## src/rtl/spi_cmd_pkg.sv

```systemverilog
// Shared constants and types for the SPI command responder: opcodes,
// per-opcode data byte counts, PWM word layout and the frame FSM states.
package spi_cmd_pkg;

   localparam logic [7:0] OP_WR_PWM = 8'h12;
   localparam logic [7:0] OP_RD_PWM = 8'h30;
   localparam logic [7:0] OP_RD_POS = 8'h22;
   localparam logic [7:0] RESP_HDR  = 8'h5A;

   localparam logic [3:0] WR_PWM_BYTES = 4'd4;
   localparam logic [3:0] RD_PWM_BYTES = 4'd4;
   localparam logic [3:0] RD_POS_BYTES = 4'd8;

   // 16-bit PWM word: {en, dir, duty[11:0], 2'b00}
   localparam int PWM_EN_BIT   = 15;
   localparam int PWM_DIR_BIT  = 14;
   localparam int PWM_DUTY_MSB = 13;
   localparam int PWM_DUTY_LSB = 2;
   localparam int PWM_DUTY_W   = 12;

   typedef enum logic [1:0] {
      ST_IDLE  = 2'd0,
      ST_CMD   = 2'd1,
      ST_DATA  = 2'd2,
      ST_DRAIN = 2'd3
   } state_e;

   // Build the on-the-wire PWM word from its fields.
   function automatic logic [15:0] pwm_word(input logic en, input logic dir,
                                            input logic [PWM_DUTY_W-1:0] duty);
      return {en, dir, duty, 2'b00};
   endfunction

endpackage

```

## src/rtl/spi_cmd_responder_if.sv

```systemverilog
// SPI pin bundle between the host side (master) and the responder (slave).
interface spi_cmd_responder_if;
   import spi_cmd_pkg::*;

   logic spi_clk;
   logic spi_cs_n;
   logic spi_pico;
   logic spi_poci;

   modport master (output spi_clk, output spi_cs_n, output spi_pico, input spi_poci);
   modport slave  (input spi_clk, input spi_cs_n, input spi_pico, output spi_poci);

endinterface

```

## src/rtl/spi_sync_edge.sv

```systemverilog
// Two-flop synchronizer for an asynchronous pin, with a third stage used
// to detect rising and falling edges of the synchronized level.
module spi_sync_edge
   import spi_cmd_pkg::*;
(
   input  logic clk,
   input  logic rst_n,
   input  logic d_i,
   output logic sync_o,
   output logic rise_o,
   output logic fall_o
);

   logic [2:0] sync_q;

   // Shift the pin through the synchronizer and edge-detect stage; reset
   // low so a CS already held low after reset never looks like a new frame.
   always_ff @(posedge clk or negedge rst_n) begin
      if (!rst_n) begin
         sync_q <= 3'b000;
      end else begin
         sync_q <= {sync_q[1:0], d_i};
      end
   end

   assign sync_o = sync_q[1];
   assign rise_o = sync_q[1] & ~sync_q[2];
   assign fall_o = ~sync_q[1] & sync_q[2];

endmodule

```

## src/rtl/spi_cmd_responder.sv

```systemverilog
// SPI mode-0 command responder, fully oversampled in the clk domain.
// Handles PWM write (0x12), PWM status read (0x30) and position read (0x22).
// Optional build macro SPI_WDOG_EN adds a write watchdog that clears the
// enables when no write has been committed for WDOG_MS milliseconds.
module spi_cmd_responder
   import spi_cmd_pkg::*;
#(
   parameter int CLK_FREQ = 25000000,
   parameter int DUTY_W   = 12,
   parameter int WDOG_MS  = 100
) (
   input  logic              clk,
   input  logic              rst_n,
   spi_cmd_responder_if.slave spi,
   input  logic [31:0]       pitch_pos,
   input  logic [31:0]       yaw_pos,
   output logic [DUTY_W-1:0] pitch_duty,
   output logic              pitch_en,
   output logic              pitch_dir,
   output logic [DUTY_W-1:0] yaw_duty,
   output logic              yaw_en,
   output logic              yaw_dir,
   output logic              frame_active,
   output logic              cmd_err
);

   localparam int WDOG_CYC = CLK_FREQ / 1000 * WDOG_MS;

   if (DUTY_W != PWM_DUTY_W || WDOG_CYC < 1) begin : g_bad_cfg
      $error("spi_cmd_responder: DUTY_W must be 12 and the watchdog period non-zero");
   end

   logic sck_rise_s, sck_fall_s, cs_rise_s, cs_fall_s, pico_s;
   logic sck_sync_unused, cs_sync_unused, pico_rise_unused, pico_fall_unused;

   spi_sync_edge u_sck  (.clk(clk), .rst_n(rst_n), .d_i(spi.spi_clk),  .sync_o(sck_sync_unused),
                         .rise_o(sck_rise_s), .fall_o(sck_fall_s));
   spi_sync_edge u_cs   (.clk(clk), .rst_n(rst_n), .d_i(spi.spi_cs_n), .sync_o(cs_sync_unused),
                         .rise_o(cs_rise_s), .fall_o(cs_fall_s));
   spi_sync_edge u_pico (.clk(clk), .rst_n(rst_n), .d_i(spi.spi_pico), .sync_o(pico_s),
                         .rise_o(pico_rise_unused), .fall_o(pico_fall_unused));

   state_e              state_q, state_d;
   logic [2:0]          bit_cnt_q;
   logic [3:0]          byte_cnt_q, exp_q;
   logic [7:0]          rx_q, op_q;
   logic [31:0]         wr_q;
   logic [63:0]         out_q;
   logic                poci_q, frame_active_q, cmd_err_q;
   logic                pitch_en_q, pitch_dir_q, yaw_en_q, yaw_dir_q;
   logic [DUTY_W-1:0]   pitch_duty_q, yaw_duty_q;

   logic [7:0]          byte_val_s;
   logic                byte_done_s, last_data_s, commit_s, op_known_s, wdog_expire_s;
   logic [3:0]          exp_bytes_s;
   logic [63:0]         resp_load_s;
   logic [31:0]         new_word_s;
   logic [15:0]         pitch_wr_s, yaw_wr_s;

   assign byte_val_s  = {rx_q[6:0], pico_s};
   assign byte_done_s = sck_rise_s && (state_q != ST_IDLE) && (bit_cnt_q == 3'd7);
   assign last_data_s = byte_done_s && (state_q == ST_DATA) && (byte_cnt_q == exp_q - 4'd1);
   assign commit_s    = last_data_s && (op_q == OP_WR_PWM);
   assign new_word_s  = {byte_val_s, wr_q[31:8]};
   assign pitch_wr_s  = new_word_s[15:0];
   assign yaw_wr_s    = new_word_s[31:16];

   // Opcode decode of the byte completing right now; positions are captured here.
   always_comb begin
      op_known_s  = 1'b1;
      exp_bytes_s = 4'd0;
      resp_load_s = 64'd0;
      case (byte_val_s)
         OP_WR_PWM: exp_bytes_s = WR_PWM_BYTES;
         OP_RD_PWM: begin
            exp_bytes_s = RD_PWM_BYTES;
            resp_load_s = {pwm_word(pitch_en_q, pitch_dir_q, pitch_duty_q),
                           pwm_word(yaw_en_q, yaw_dir_q, yaw_duty_q), 32'd0};
         end
         OP_RD_POS: begin
            exp_bytes_s = RD_POS_BYTES;
            resp_load_s = {pitch_pos, yaw_pos};
         end
         default: op_known_s = 1'b0;
      endcase
   end

   // Frame state register.
   always_ff @(posedge clk or negedge rst_n) begin
      if (!rst_n) begin
         state_q <= ST_IDLE;
      end else begin
         state_q <= state_d;
      end
   end

   // Frame sequencing: CS rise always aborts back to IDLE.
   always_comb begin
      state_d = state_q;
      if (cs_rise_s) begin
         state_d = ST_IDLE;
      end else begin
         case (state_q)
            ST_IDLE:  if (cs_fall_s) state_d = ST_CMD; else state_d = ST_IDLE;
            ST_CMD: begin
               if (byte_done_s) begin
                  if (op_known_s) state_d = ST_DATA; else state_d = ST_DRAIN;
               end else begin
                  state_d = ST_CMD;
               end
            end
            ST_DATA:  if (last_data_s) state_d = ST_DRAIN; else state_d = ST_DATA;
            ST_DRAIN: state_d = ST_DRAIN;
            default:  state_d = ST_IDLE;
         endcase
      end
   end

   // Bit/byte shifting: PICO in on SCK rise, POCI out on SCK fall (header bit 7 at CS fall).
   always_ff @(posedge clk or negedge rst_n) begin
      if (!rst_n) begin
         bit_cnt_q  <= 3'd0;
         byte_cnt_q <= 4'd0;
         exp_q      <= 4'd0;
         rx_q       <= 8'd0;
         op_q       <= 8'd0;
         wr_q       <= 32'd0;
         out_q      <= 64'd0;
         poci_q     <= 1'b0;
      end else if (state_q == ST_IDLE) begin
         bit_cnt_q  <= 3'd0;
         byte_cnt_q <= 4'd0;
         if (cs_fall_s) begin
            out_q  <= {RESP_HDR[6:0], 57'd0};
            poci_q <= RESP_HDR[7];
         end
      end else begin
         if (sck_rise_s) begin
            rx_q      <= byte_val_s;
            bit_cnt_q <= bit_cnt_q + 3'd1;
         end
         if (sck_fall_s) begin
            poci_q <= out_q[63];
            out_q  <= {out_q[62:0], 1'b0};
         end
         // Unknown opcodes and writes load an all-zero response, so POCI idles low.
         if (byte_done_s && state_q == ST_CMD) begin
            op_q  <= byte_val_s;
            exp_q <= exp_bytes_s;
            out_q <= resp_load_s;
         end
         if (byte_done_s && state_q == ST_DATA) begin
            byte_cnt_q <= byte_cnt_q + 4'd1;
            wr_q       <= new_word_s;
         end
      end
   end

`ifdef SPI_WDOG_EN
   logic [31:0] wdog_q;

   // Watchdog restarts on every committed write and expires after WDOG_CYC cycles.
   always_ff @(posedge clk or negedge rst_n) begin
      if (!rst_n) begin
         wdog_q <= 32'd0;
      end else if (commit_s) begin
         wdog_q <= 32'(WDOG_CYC);
      end else if (wdog_q != 32'd0) begin
         wdog_q <= wdog_q - 32'd1;
      end
   end
   assign wdog_expire_s = (wdog_q == 32'd1) && !commit_s;
`else
   assign wdog_expire_s = 1'b0;
`endif

   // PWM configuration: atomic commit after the last write byte, enables dropped on watchdog expiry.
   always_ff @(posedge clk or negedge rst_n) begin
      if (!rst_n) begin
         pitch_en_q   <= 1'b0;
         pitch_dir_q  <= 1'b0;
         pitch_duty_q <= '0;
         yaw_en_q     <= 1'b0;
         yaw_dir_q    <= 1'b0;
         yaw_duty_q   <= '0;
      end else if (commit_s) begin
         pitch_en_q   <= pitch_wr_s[PWM_EN_BIT];
         pitch_dir_q  <= pitch_wr_s[PWM_DIR_BIT];
         pitch_duty_q <= pitch_wr_s[PWM_DUTY_MSB:PWM_DUTY_LSB];
         yaw_en_q     <= yaw_wr_s[PWM_EN_BIT];
         yaw_dir_q    <= yaw_wr_s[PWM_DIR_BIT];
         yaw_duty_q   <= yaw_wr_s[PWM_DUTY_MSB:PWM_DUTY_LSB];
      end else if (wdog_expire_s) begin
         pitch_en_q   <= 1'b0;
         yaw_en_q     <= 1'b0;
      end
   end

   // Frame-active level and the unknown-opcode pulse.
   always_ff @(posedge clk or negedge rst_n) begin
      if (!rst_n) begin
         frame_active_q <= 1'b0;
         cmd_err_q      <= 1'b0;
      end else begin
         frame_active_q <= (state_d != ST_IDLE);
         cmd_err_q      <= byte_done_s && (state_q == ST_CMD) && !op_known_s;
      end
   end

   assign spi.spi_poci  = poci_q;
   assign pitch_duty    = pitch_duty_q;
   assign pitch_en      = pitch_en_q;
   assign pitch_dir     = pitch_dir_q;
   assign yaw_duty      = yaw_duty_q;
   assign yaw_en        = yaw_en_q;
   assign yaw_dir       = yaw_dir_q;
   assign frame_active  = frame_active_q;
   assign cmd_err       = cmd_err_q;

endmodule

```

## src/flat_wrapper.sv

```systemverilog
// flat-port wrapper written by rule: the top's interface ports become plain ports
module spi_cmd_responder_flat import spi_cmd_pkg::*;
#(
   parameter int CLK_FREQ = 25000000,
   parameter int DUTY_W   = 12,
   parameter int WDOG_MS  = 100
)
  (clk, rst_n, pitch_pos, yaw_pos, pitch_duty, pitch_en, pitch_dir, yaw_duty, yaw_en, yaw_dir, frame_active, cmd_err, spi_spi_clk, spi_spi_cs_n, spi_spi_pico, spi_spi_poci);
  spi_cmd_responder_if spi_i ();
  input  logic clk;
  input  logic rst_n;
  input  logic [31:0] pitch_pos;
  input  logic [31:0] yaw_pos;
  output logic [DUTY_W-1:0] pitch_duty;
  output logic pitch_en;
  output logic pitch_dir;
  output logic [DUTY_W-1:0] yaw_duty;
  output logic yaw_en;
  output logic yaw_dir;
  output logic frame_active;
  output logic cmd_err;
  input wire logic [$bits(spi_i.spi_clk)-1:0] spi_spi_clk;
  input wire logic [$bits(spi_i.spi_cs_n)-1:0] spi_spi_cs_n;
  input wire logic [$bits(spi_i.spi_pico)-1:0] spi_spi_pico;
  output wire logic [$bits(spi_i.spi_poci)-1:0] spi_spi_poci;
  assign spi_i.spi_clk = spi_spi_clk;
  assign spi_i.spi_cs_n = spi_spi_cs_n;
  assign spi_i.spi_pico = spi_spi_pico;
  assign spi_spi_poci = spi_i.spi_poci;
  spi_cmd_responder #(.CLK_FREQ(CLK_FREQ), .DUTY_W(DUTY_W), .WDOG_MS(WDOG_MS)) u_core (.clk(clk), .rst_n(rst_n), .spi(spi_i), .pitch_pos(pitch_pos), .yaw_pos(yaw_pos), .pitch_duty(pitch_duty), .pitch_en(pitch_en), .pitch_dir(pitch_dir), .yaw_duty(yaw_duty), .yaw_en(yaw_en), .yaw_dir(yaw_dir), .frame_active(frame_active), .cmd_err(cmd_err));
endmodule
```

## config.mk

```make
export PLATFORM = sky130hd
export DESIGN_NAME = spi_cmd_responder_flat
export DESIGN_NICKNAME = d
export VERILOG_FILES = /design/src/rtl/spi_cmd_pkg.sv /design/src/rtl/spi_cmd_responder_if.sv /design/src/rtl/spi_sync_edge.sv /design/src/rtl/spi_cmd_responder.sv /design/src/flat_wrapper.sv
export SDC_FILE = /design/constraint.sdc
export NUM_CORES = 1
export LEC_CHECK = 0
export BUFFER_PORTS_ARGS = -buffer_cell sky130_fd_sc_hd__buf_2
export CAP_MARGIN = 0
export CELL_PAD_IN_SITES_DETAIL_PLACEMENT = 0
export CELL_PAD_IN_SITES_GLOBAL_PLACEMENT = 2
export CORE_MARGIN = 1
export CORE_UTILIZATION = 34
export DETAILED_ROUTE_END_ITERATION = 10
export PLACE_DENSITY_LB_ADDON = 0.1
export SYNTH_ARGS = -nofsm -noshare
export SYNTH_HDL_FRONTEND = slang
export SYNTH_SLANG_ARGS = --single-unit
```

## constraint.sdc

```tcl
create_clock -name clk -period 1.89 [get_ports clk]
set_input_delay 0.0945 -clock clk [delete_from_list [all_inputs] [get_ports clk]]
set_output_delay 0.0945 -clock clk [all_outputs]
set_load 0.01 [all_outputs]
```

==> metrics.cfg <==
[placement]
post-place-cells = 882
io_buffers = 99
dp_hpwl_mm = 11.4
gp_congestion = 0.767
dp_slack_ns = -0.0602

[timing]
fin_ws_ns = -0.0758
period_share = 1.04
fin_crit_ns = 1.97
slew_headroom = 0.647
hold_violations = 0
rsz0062_at_grt = true
fmax_ghz = 0.509
skew_ns = 0.00798
slew_viol_final = 0
tightest_slew_ns = 0.522
final-setup-viol-count = 90
setup_tns_ns = -3.20

[finish]
layout.nets = 800
final_layout_size_suffix_gt1_frac = 0.449
diodes = 0
final_util = 0.512
area_delta_synth_final_pct = 46.5
fillers = 1700
instances_no_fill = 1001

[synth]
ys_types = 45
synth_top_family_by_area = compound AO/OA/AOI/OAI gates
synth_fp_nets = 605
synth.ff_latch_count = 151
synth-xor-area-share = 0.00799
syn_inst = 533
synth_area_um2 = 6580
yosys.area_share.simple = 0.0765
syn_area_per_cell_um2 = 12.3
ys.flop_type = dfrtp_1
synth_edf_count = 0
synth_compound_area_frac = 0.171
ys_warn_count = 0
synthAdderAreaFrac = 0.00571
ys_async_sr_fraction = 1.00
seq_area_frac_synth = 0.575
synth.area.mux_share = 0.119

[route]
drt-initial-drc-count = 204
num_vias = 5220
drc = 0
viasPerCell = 5.21
ant_nets = 0
wirelength_mm = 19.3
drt-pass1-iter-count = 4
wire_per_inst_um = 19.2

[floorplan]
dieWidth_um = 141
dieHeight_um = 141
die_area_um2 = 19900
core_um2 = 18800
fp-row-count = 50
start_util = 0.349
ios = 100

[global_routing]
grt_pass1_wl_mm = 29.2
overflow = 0
antenna_found_initial = 0
grt_max_degree = 52
grt_pass1_vias = 5234
track_usage = 0.193

[setup_path]
cp.depth = 6
crit_chain = or4b_4 > nor4_4 > buf_6 > clkbuf_16 > a22oi_1 > o21ai_1
slowest_stage = or4b_4
worstPathRequired_ns = 2.24
crit_arrival_ns = 2.31
path_buf_inv = 2
critPathMaxFanout = 9
start_kind = register
path_delay_family = simple AND/OR/NAND/NOR gates
max_stage_delay_ns = 0.54
end_kind = register
crit_type = reg2reg
r2r_cells = 6

[worst_hold_path]
holdCritPathClass = in2reg
min_path_cells = 3

[pwr]
power.leakage_uw = 0.00425
vdd_drop_max_mv = 0.676
p_per_area_nw_per_um2 = 782

[clocking]
htree_levels = 4
cts_sinks = 151
cts_buffers = 17
cts_tree = done
clk_pin_slew_worst_paths_ns = 0.06
clockRootBuffer = clkbuf_16
clkLatencyLatePin_ns = 0.43
clockBufferDepth = 2

[job]
drv_cap = 0

[run_status]
status = finished with violations
violations = setup timing

-- cells in the final DEF, fill, tap and decap left out, drive strengths merged, types with 4 or more instances in the layout --
cell / instances
mux2i: 5
mux2: 65
inv: 11
a2bb2oi: 4
o21ai: 65
dlygate4sd3: 67
clkbuf: 24
nor3: 4
buf: 152
a32oi: 24
a22oi: 62
dfrtp: 151
nand3: 36
nand2: 9
nor2: 12
nand2b: 6
-- final timing paths --
path / from / end / slack, ns
worst max-delay path: u_core.rx_q[5] / u_core.out_q[2] / -0.08
worst min-delay path: pitch_pos[27] / u_core.out_q[59] / 0.02
worst max register to register: u_core.rx_q[5] / u_core.out_q[2] / -0.08
worst min register to register: u_core.u_cs.sync_q[0] / u_core.u_cs.sync_q[1] / 0.35
max in group asynchronous: rst_n / u_core.out_q[37] / 1.07
min in group asynchronous: rst_n / u_core.out_q[17] / 0.19
-- area by class of cell --
| class | count | area (µm²) | area share |
|---|---|---|---|
| well taps | 260 | 325 | 0.0338 |
| repair buffers | 226 | 2050 | 0.213 |
| flip-flops and latches | 151 | 3780 | 0.392 |
| clock buffers | 17 | 425 | 0.0442 |
| inverters | 2 | 7.51 | 0.000779 |
| multi-input cells | 330 | 2910 | 0.302 |
| clock inverters | 15 | 133 | 0.0138 |
-- stage by stage --
step / power (µW) / instance area, µm² / hold slack [ns]
floorplan: 3780 / 6610 / -0.201
global placement: 4190 / 7650 / 0.0906
detailed placement: 4200 / 7650 / 0.0897
CTS: 7600 / 9060 / 0.00192
global route: 7850 / 9640 / 0.0488
finish: 7530 / 9640 / 0.0154
-- cells by family after synthesis --
group | after synthesis
fa+ha+maj | 3
buf+inv | 52
flops | 151
simple gates | 85
mux | 70
compound gates | 166
xor+xnor | 6
-- registers in the layout, summed over array words and instances, names as in the netlist, 2 cells and up --
name,count
u_core.out_q,64
u_core.wr_q,22
u_core.pitch_duty,12
u_core.yaw_duty,12
u_core.op_q,8
u_core.rx_q,7
u_core.byte_cnt_q,4
u_core.bit_cnt_q,3
u_core.u_cs.sync_q,3
u_core.u_sck.sync_q,3
u_core.exp_q,2
u_core.state_q,2
u_core.u_pico.sync_q,2
-- Yosys cell counts, types with 2 or more instances --
| cell | number | area [µm²] |
|---|---|---|
| dfrtp_1 | 151 | 3780 |
| mux2_2 | 65 | 732 |
| a22oi_1 | 62 | 465 |
| o21ai_1 | 57 | 285 |
| nand3_1 | 36 | 180 |
| a32oi_1 | 24 | 210 |
| clkbuf_1 | 24 | 90.1 |
| nor2_1 | 11 | 41.3 |
| buf_2 | 9 | 45.0 |
| nand2_1 | 9 | 33.8 |
| buf_6 | 8 | 90.1 |
| o21ai_0 | 8 | 40.0 |
| buf_4 | 6 | 45.0 |
| nand2b_1 | 6 | 37.5 |
| mux2i_1 | 5 | 50.1 |
| a2bb2oi_1 | 4 | 35.0 |
| a32o_1 | 3 | 30.0 |
| ha_1 | 3 | 37.5 |
| nor3_1 | 3 | 15.0 |
| nor4b_1 | 3 | 26.3 |
| xnor2_1 | 3 | 26.3 |
| xor2_1 | 3 | 26.3 |
| a211oi_1 | 2 | 15.0 |
| a21oi_1 | 2 | 10.0 |
| clkbuf_4 | 2 | 15.0 |
| inv_1 | 2 | 7.51 |
| nand3b_1 | 2 | 15.0 |
| nor2b_1 | 2 | 12.5 |
| nor4_4 | 2 | 42.5 |
-- worst register-to-register path, cell delays in order, from the launching register on --
cell       delay (ns)
dfrtp_1          0.40
or4b_4           0.54
nor4_4           0.30
buf_6            0.25
clkbuf_16        0.21
a22oi_1          0.07
o21ai_1          0.13
-- layer usage --
layer | wire length (µm) | track usage
met5 | 0 | 0
met1 | 9400 | 0.276
met3 | 776 | 0.0350
met4 | 286 | 0.0681
met2 | 8810 | 0.293
-- power breakdown --
part | leakage [µW] | internal (µW) | total [µW] | switching [µW]
combinational | 0.00192 | 441 | 880 | 439
sequential | 0.00206 | 3330 | 3410 | 88.1
clock | 0.000266 | 1730 | 3240 | 1510
total | 0.00425 | 5500 | 7530 | 2040
-- timing repair --
action / 4_1_cts / 5_1_grt
hold buffers: 67 / 0
cloned: 3 / 9
hold endpoints to repair: 113 / 0
gates resized for setup: 17 / 76
endpoints found under the setup margin: 77 / 91
pin swaps: 3 / 39
setup buffers: 6 / 2
(Power assumes the default switching activity.)
